[src/rtl/dual_port_ram_param.sv]
// rtl/dual_port_ram_param.sv - parametrised true dual-port RAM with byte lanes,
// selectable read latency, deterministic same-address arbitration and collision counting.
module dual_port_ram_param #(
   parameter int DATA_WIDTH = 32,
   parameter int ADDR_WIDTH = 6,
   parameter int RD_LATENCY = 1,
   parameter int RDW_MODE   = 0,
   parameter int CNT_WIDTH  = 8
) (
   input  logic                    clk,
   input  logic                    rst,
   input  logic                    cs_0,
   input  logic                    wr_0,
   input  logic                    oe_0,
   input  logic [DATA_WIDTH/8-1:0] be_0,
   input  logic [ADDR_WIDTH-1:0]   addr_0,
   input  logic [DATA_WIDTH-1:0]   wdata_0,
   output logic [DATA_WIDTH-1:0]   rdata_0,
   output logic                    rvalid_0,
   input  logic                    cs_1,
   input  logic                    wr_1,
   input  logic                    oe_1,
   input  logic [DATA_WIDTH/8-1:0] be_1,
   input  logic [ADDR_WIDTH-1:0]   addr_1,
   input  logic [DATA_WIDTH-1:0]   wdata_1,
   output logic [DATA_WIDTH-1:0]   rdata_1,
   output logic                    rvalid_1,
   output logic                    collision,
   output logic [CNT_WIDTH-1:0]    coll_count
);

   localparam int LANES = DATA_WIDTH / 8;
   localparam int DEPTH = 1 << ADDR_WIDTH;
   localparam logic [CNT_WIDTH-1:0] CNT_ONE = {{(CNT_WIDTH-1){1'b0}}, 1'b1};

   generate
      if (RD_LATENCY != 1 && RD_LATENCY != 2) begin : g_bad_latency
         $error("dual_port_ram_param: RD_LATENCY must be 1 or 2");
      end
      if (DATA_WIDTH % 8 != 0) begin : g_bad_width
         $error("dual_port_ram_param: DATA_WIDTH must be a multiple of 8");
      end
   endgenerate

   logic [DATA_WIDTH-1:0] mem [DEPTH];

   logic we_0, we_1, re_0, re_1, same_addr, coll_hit;
   logic [DATA_WIDTH-1:0] rword_0, rword_1;

   assign we_0      = cs_0 && wr_0;
   assign we_1      = cs_1 && wr_1;
   assign re_0      = cs_0 && !wr_0 && oe_0;
   assign re_1      = cs_1 && !wr_1 && oe_1;
   assign same_addr = (addr_0 == addr_1);
   assign coll_hit  = we_0 && we_1 && same_addr && (|(be_0 & be_1));

   function automatic logic [DATA_WIDTH-1:0] merge_lanes(
      input logic [DATA_WIDTH-1:0] old_word,
      input logic [DATA_WIDTH-1:0] new_word,
      input logic [LANES-1:0]      lanes
   );
      logic [DATA_WIDTH-1:0] res;
      res = old_word;
      for (int i = 0; i < LANES; i++) begin
         if (lanes[i]) res[8*i +: 8] = new_word[8*i +: 8];
      end
      return res;
   endfunction

   // Port 0 is assigned last, so it owns any lane both ports write at one address.
   always_ff @(posedge clk) begin
      if (!rst) begin
         for (int i = 0; i < LANES; i++) begin
            if (we_1 && be_1[i]) mem[addr_1][8*i +: 8] <= wdata_1[8*i +: 8];
            if (we_0 && be_0[i]) mem[addr_0][8*i +: 8] <= wdata_0[8*i +: 8];
         end
      end
   end

   // A reading port is never writing, so only the opposite port can alter the word.
   always_comb begin
      rword_0 = mem[addr_0];
      rword_1 = mem[addr_1];
      if (RDW_MODE != 0) begin
         if (we_1 && same_addr) rword_0 = merge_lanes(mem[addr_0], wdata_1, be_1);
         if (we_0 && same_addr) rword_1 = merge_lanes(mem[addr_1], wdata_0, be_0);
      end
   end

   logic                  s1_valid_0, s1_valid_1;
   logic [DATA_WIDTH-1:0] s1_data_0, s1_data_1;

   always_ff @(posedge clk or posedge rst) begin
      if (rst) begin
         s1_valid_0 <= 1'b0;
         s1_valid_1 <= 1'b0;
         s1_data_0  <= '0;
         s1_data_1  <= '0;
      end else begin
         s1_valid_0 <= re_0;
         s1_valid_1 <= re_1;
         s1_data_0  <= re_0 ? rword_0 : '0;
         s1_data_1  <= re_1 ? rword_1 : '0;
      end
   end

   generate
      if (RD_LATENCY == 2) begin : g_lat2
         logic                  s2_valid_0, s2_valid_1;
         logic [DATA_WIDTH-1:0] s2_data_0, s2_data_1;

         always_ff @(posedge clk or posedge rst) begin
            if (rst) begin
               s2_valid_0 <= 1'b0;
               s2_valid_1 <= 1'b0;
               s2_data_0  <= '0;
               s2_data_1  <= '0;
            end else begin
               s2_valid_0 <= s1_valid_0;
               s2_valid_1 <= s1_valid_1;
               s2_data_0  <= s1_data_0;
               s2_data_1  <= s1_data_1;
            end
         end

         assign rvalid_0 = s2_valid_0;
         assign rvalid_1 = s2_valid_1;
         assign rdata_0  = s2_data_0;
         assign rdata_1  = s2_data_1;
      end else begin : g_lat1
         assign rvalid_0 = s1_valid_0;
         assign rvalid_1 = s1_valid_1;
         assign rdata_0  = s1_data_0;
         assign rdata_1  = s1_data_1;
      end
   endgenerate

   always_ff @(posedge clk or posedge rst) begin
      if (rst) begin
         collision  <= 1'b0;
         coll_count <= '0;
      end else begin
         collision <= coll_hit;
         if (coll_hit && (coll_count != {CNT_WIDTH{1'b1}})) begin
            coll_count <= coll_count + CNT_ONE;
         end
      end
   end

endmodule

[config.mk]
export PLATFORM = sky130hd
export DESIGN_NAME = dual_port_ram_param
export DESIGN_NICKNAME = d
export VERILOG_FILES = /design/src/rtl/dual_port_ram_param.sv
export SDC_FILE = /design/constraint.sdc
export NUM_CORES = 2
export LEC_CHECK = 0
export CAP_MARGIN = 30
export CORE_ASPECT_RATIO = 0.7
export CORE_MARGIN = 2
export CORE_UTILIZATION = 35
export DETAILED_ROUTE_END_ITERATION = 10
export PLACE_DENSITY = 0.57
export SETUP_SLACK_MARGIN = 0.4
export SLEW_MARGIN = 10
export SYNTH_ARGS = -nofsm -noshare
export SYNTH_HDL_FRONTEND = slang
export SYNTH_SLANG_ARGS = --single-unit
export TNS_END_PERCENT = 30
[constraint.sdc]
create_clock -name clk -period 2.2 [get_ports clk]
set_input_delay 0.44 -clock clk [delete_from_list [all_inputs] [get_ports clk]]
set_output_delay 0.44 -clock clk [all_outputs]
set_load 0.005 [all_outputs]
==> out/metrics.yaml <==
crit_arrival_ns: 3.29
synthCells: 9566
die_w_um: 724.8
core_mm2: 0.3625
violations: "negative setup slack"
slowest_delay_ns: 0.56
cap_violations: 0
ys.warnings.count: 0
crit_buf_inv: 2
nets: 11469
seq_area_frac_synth: 0.4979
hp-class: "in2reg"
synthTopCellsByArea: "edfxtp_1 (48%), mux2_2 (21%), mux4_2 (4.7%)"
vias_per_cell: 6.758
slowest_stage: "mux4_2"
fmaxAchievable_mhz: 402.3
finalClockSkew_ns: 0.04740
regArea_mm2: 0.06340
dieHeight_um: 508.6
portBuffers: 166
synth_nets: 9659
hold_viol_final: 0
synth.top_cell.area_share: 0.4832
final.fill_count: 31684
clkTransAtPathRegs_ns: 0.06
post_synth.cell_area_avg_um2: 13.31
grt_max_degree: 65
first_iter_violations: 19556
r2r_start: "mem[25][29]"
grt_pass1_wl_um: 953500
grtUsageTotal: 0.3750
powerDensity_mw_per_mm2: 603.3
wl_per_cell_um: 43.79
yosys-top-cells-count: "mux2_2 (2,405), edfxtp_1 (2,048), clkbuf_1 (604)"
ios: 167
syn_area_mm2: 0.1273
vias: 111204
post-place-ws_ns: -1.454
min_period_over_period: 1.130
cts_max_level: 4
async_flop_share: 0.03533
start_kind: "register"
synth-seq-cells: 2123
layoutNonFillerInstCount: 16454
gr-total-overflow: 0
antenna_found_initial: 54
synth_edf_count: 2048
p_total_w: 0.1050
synth_area_leader_cell: "edfxtp_1"
ant_nets: 0
finalSetupViolCount: 14
max_slew_margin: 0.2397
leakagePower_nw: 60.03
grt_pass1_vias: 104750
outcome: "finished, violations left"
areaGrowthSynthToFinish_pct: 36.78
cts_buffers: 229
fin_tns_setup_ns: -1.680
multi_input_comb_area_mm2: 0.06495
ir_drop_uv: 709.0
worstPathCellList: "mux4_2 > mux2i_4 > o211ai_1 > nor4_4 > buf_4 > a31oi_4 > buf_6"
setup_slack_ns: -0.2858
drc_errors: 0
worst_hold_startpoint: "wdata_0[21]"
initial_core_util: 0.3511
drt_wl_total_um: 720600
tritoncts: "built"
first_pass_iters: 7
slew_viol_final: 0
crit_path_end_kind: "register"
fp-row-count: 185
gp_congestion: 1.026
synth_ff_type: "edfxtp_1"
cp-startpoint: "mem[25][29]"
cp_max_fo: 2
crit_family: "multiplexers"
place_hpwl_um: 507500
rsz0062_at_grt: "yes"
drive_above_1_share: 0.5820
root_buffer: "clkbuf_16"
cts.sinks: 2123
cts_buffer_depth: 4
period_needed_ns: 2.486
worst_slew_pin_slew_ns: 1.140
clkLatencyLatePin_ns: 0.95
path_class: "reg2reg"
die_area_mm2: 0.3686
cp.required_ns: 3.00
dp.cells: 15816
synth.most_common_cell: "mux2_2"
synth.distinct_cells: 76
worst paths after layout:
path / end / slack (ns) / depth (start not counted)
setup / recovery: rdata_0[29] / -0.29 / 7
hold / removal: mem[38][21] / 0.09 / 2
setup reg to reg: rdata_0[29] / -0.29 / 7
hold reg to reg: coll_count[4] / 0.56 / 2
max in group asynchronous: rdata_0[20] / 1.12 / 5
min in group asynchronous: coll_count[3] / 0.45 / 5
area by class of cell:
| cell class | instances | share of cell area |
|---|---|---|
| clock buffers | 254 | 0.03446 |
| repair buffers | 2724 | 0.1812 |
| flip-flops and latches | 2123 | 0.3642 |
| well taps | 4862 | 0.03494 |
| multi-input cells | 6286 | 0.3731 |
| diodes | 27 | 0.0003881 |
| clock inverters | 166 | 0.01122 |
| inverters | 12 | 0.0005031 |
registers in the layout (all words and copies together), names as in the netlist:
register / cells
coll_count: 8
collision: 1
mem: 2048
rdata_0: 32
rdata_1: 32
rvalid_0: 1
rvalid_1: 1
layout by cell type (no fill, tap or decap), drive strengths merged, types with 15 or more instances in the layout:
cell type and count:
a221oi 325, nand2 285, clkbuf 261, a222oi 33, and2 19, clkinv 93
a32oi 15, o2bb2ai 55, a22o 85, mux2 2410, o22a 41, o221ai 27
edfxtp 2048, nor2b 15, bufinv 40, inv 23, a211oi 45, buf 2691
a221o 92, a211o 16, o21ai 207, and3 16, clkinvlp 22, diode 27
nor2 441, nand3 45, dfrtp 75, a22oi 285, mux2i 517, o22ai 428
nor3 20, mux4 267, a2bb2oi 15, a21oi 346, a31oi 74
per-stage QoR:
stage	utilization	hold slack, ns	instance area (um2)
after floorplan	-	0.4776	130400
after global placement	0.4405	0.4756	159700
after global routing	0.4801	0.09063	174000
after detailed placement	0.4406	0.4898	159700
after CTS	0.4716	0.05307	171000
final	0.4803	0.09442	174100
layer usage:
layer	vias to the layer above	wire, um	GRT usage
met3	1808	112700	0.1511
met2	9828	281300	0.5066
met4	46	39990	0.1674
met1	57235	285600	0.5214
met5	-	954	0.008205
li1	42287	-	-
power by group:
group | internal (W) | total [W] | switching, W
Combinational | 0.00697 | 0.0175 | 0.0106
Clock | 0.0243 | 0.0430 | 0.0186
Sequential | 0.0444 | 0.0445 | 0.000110
repair_timing:
action                                  in CTS  in global routing
hold buffers                                 4                  0
pin swaps                                  181                157
endpoints found under the hold margin       84                  0
gates cloned                                 5                  7
setup buffers                               83                 92
gates resized for setup                    868                459
endpoints found under the setup margin    4219               2930
kinds of logic after synthesis:
group / after synthesis / synth area share
buf+inv: 1157 / 0.04114
simple gates: 911 / 0.03801
flops: 2123 / 0.4979
fa+ha+maj: 1 / 0.00009828
xor+xnor: 13 / 0.0008945
compound gates: 2167 / 0.1208
mux: 3194 / 0.3011
(Power assumes the default switching activity.)
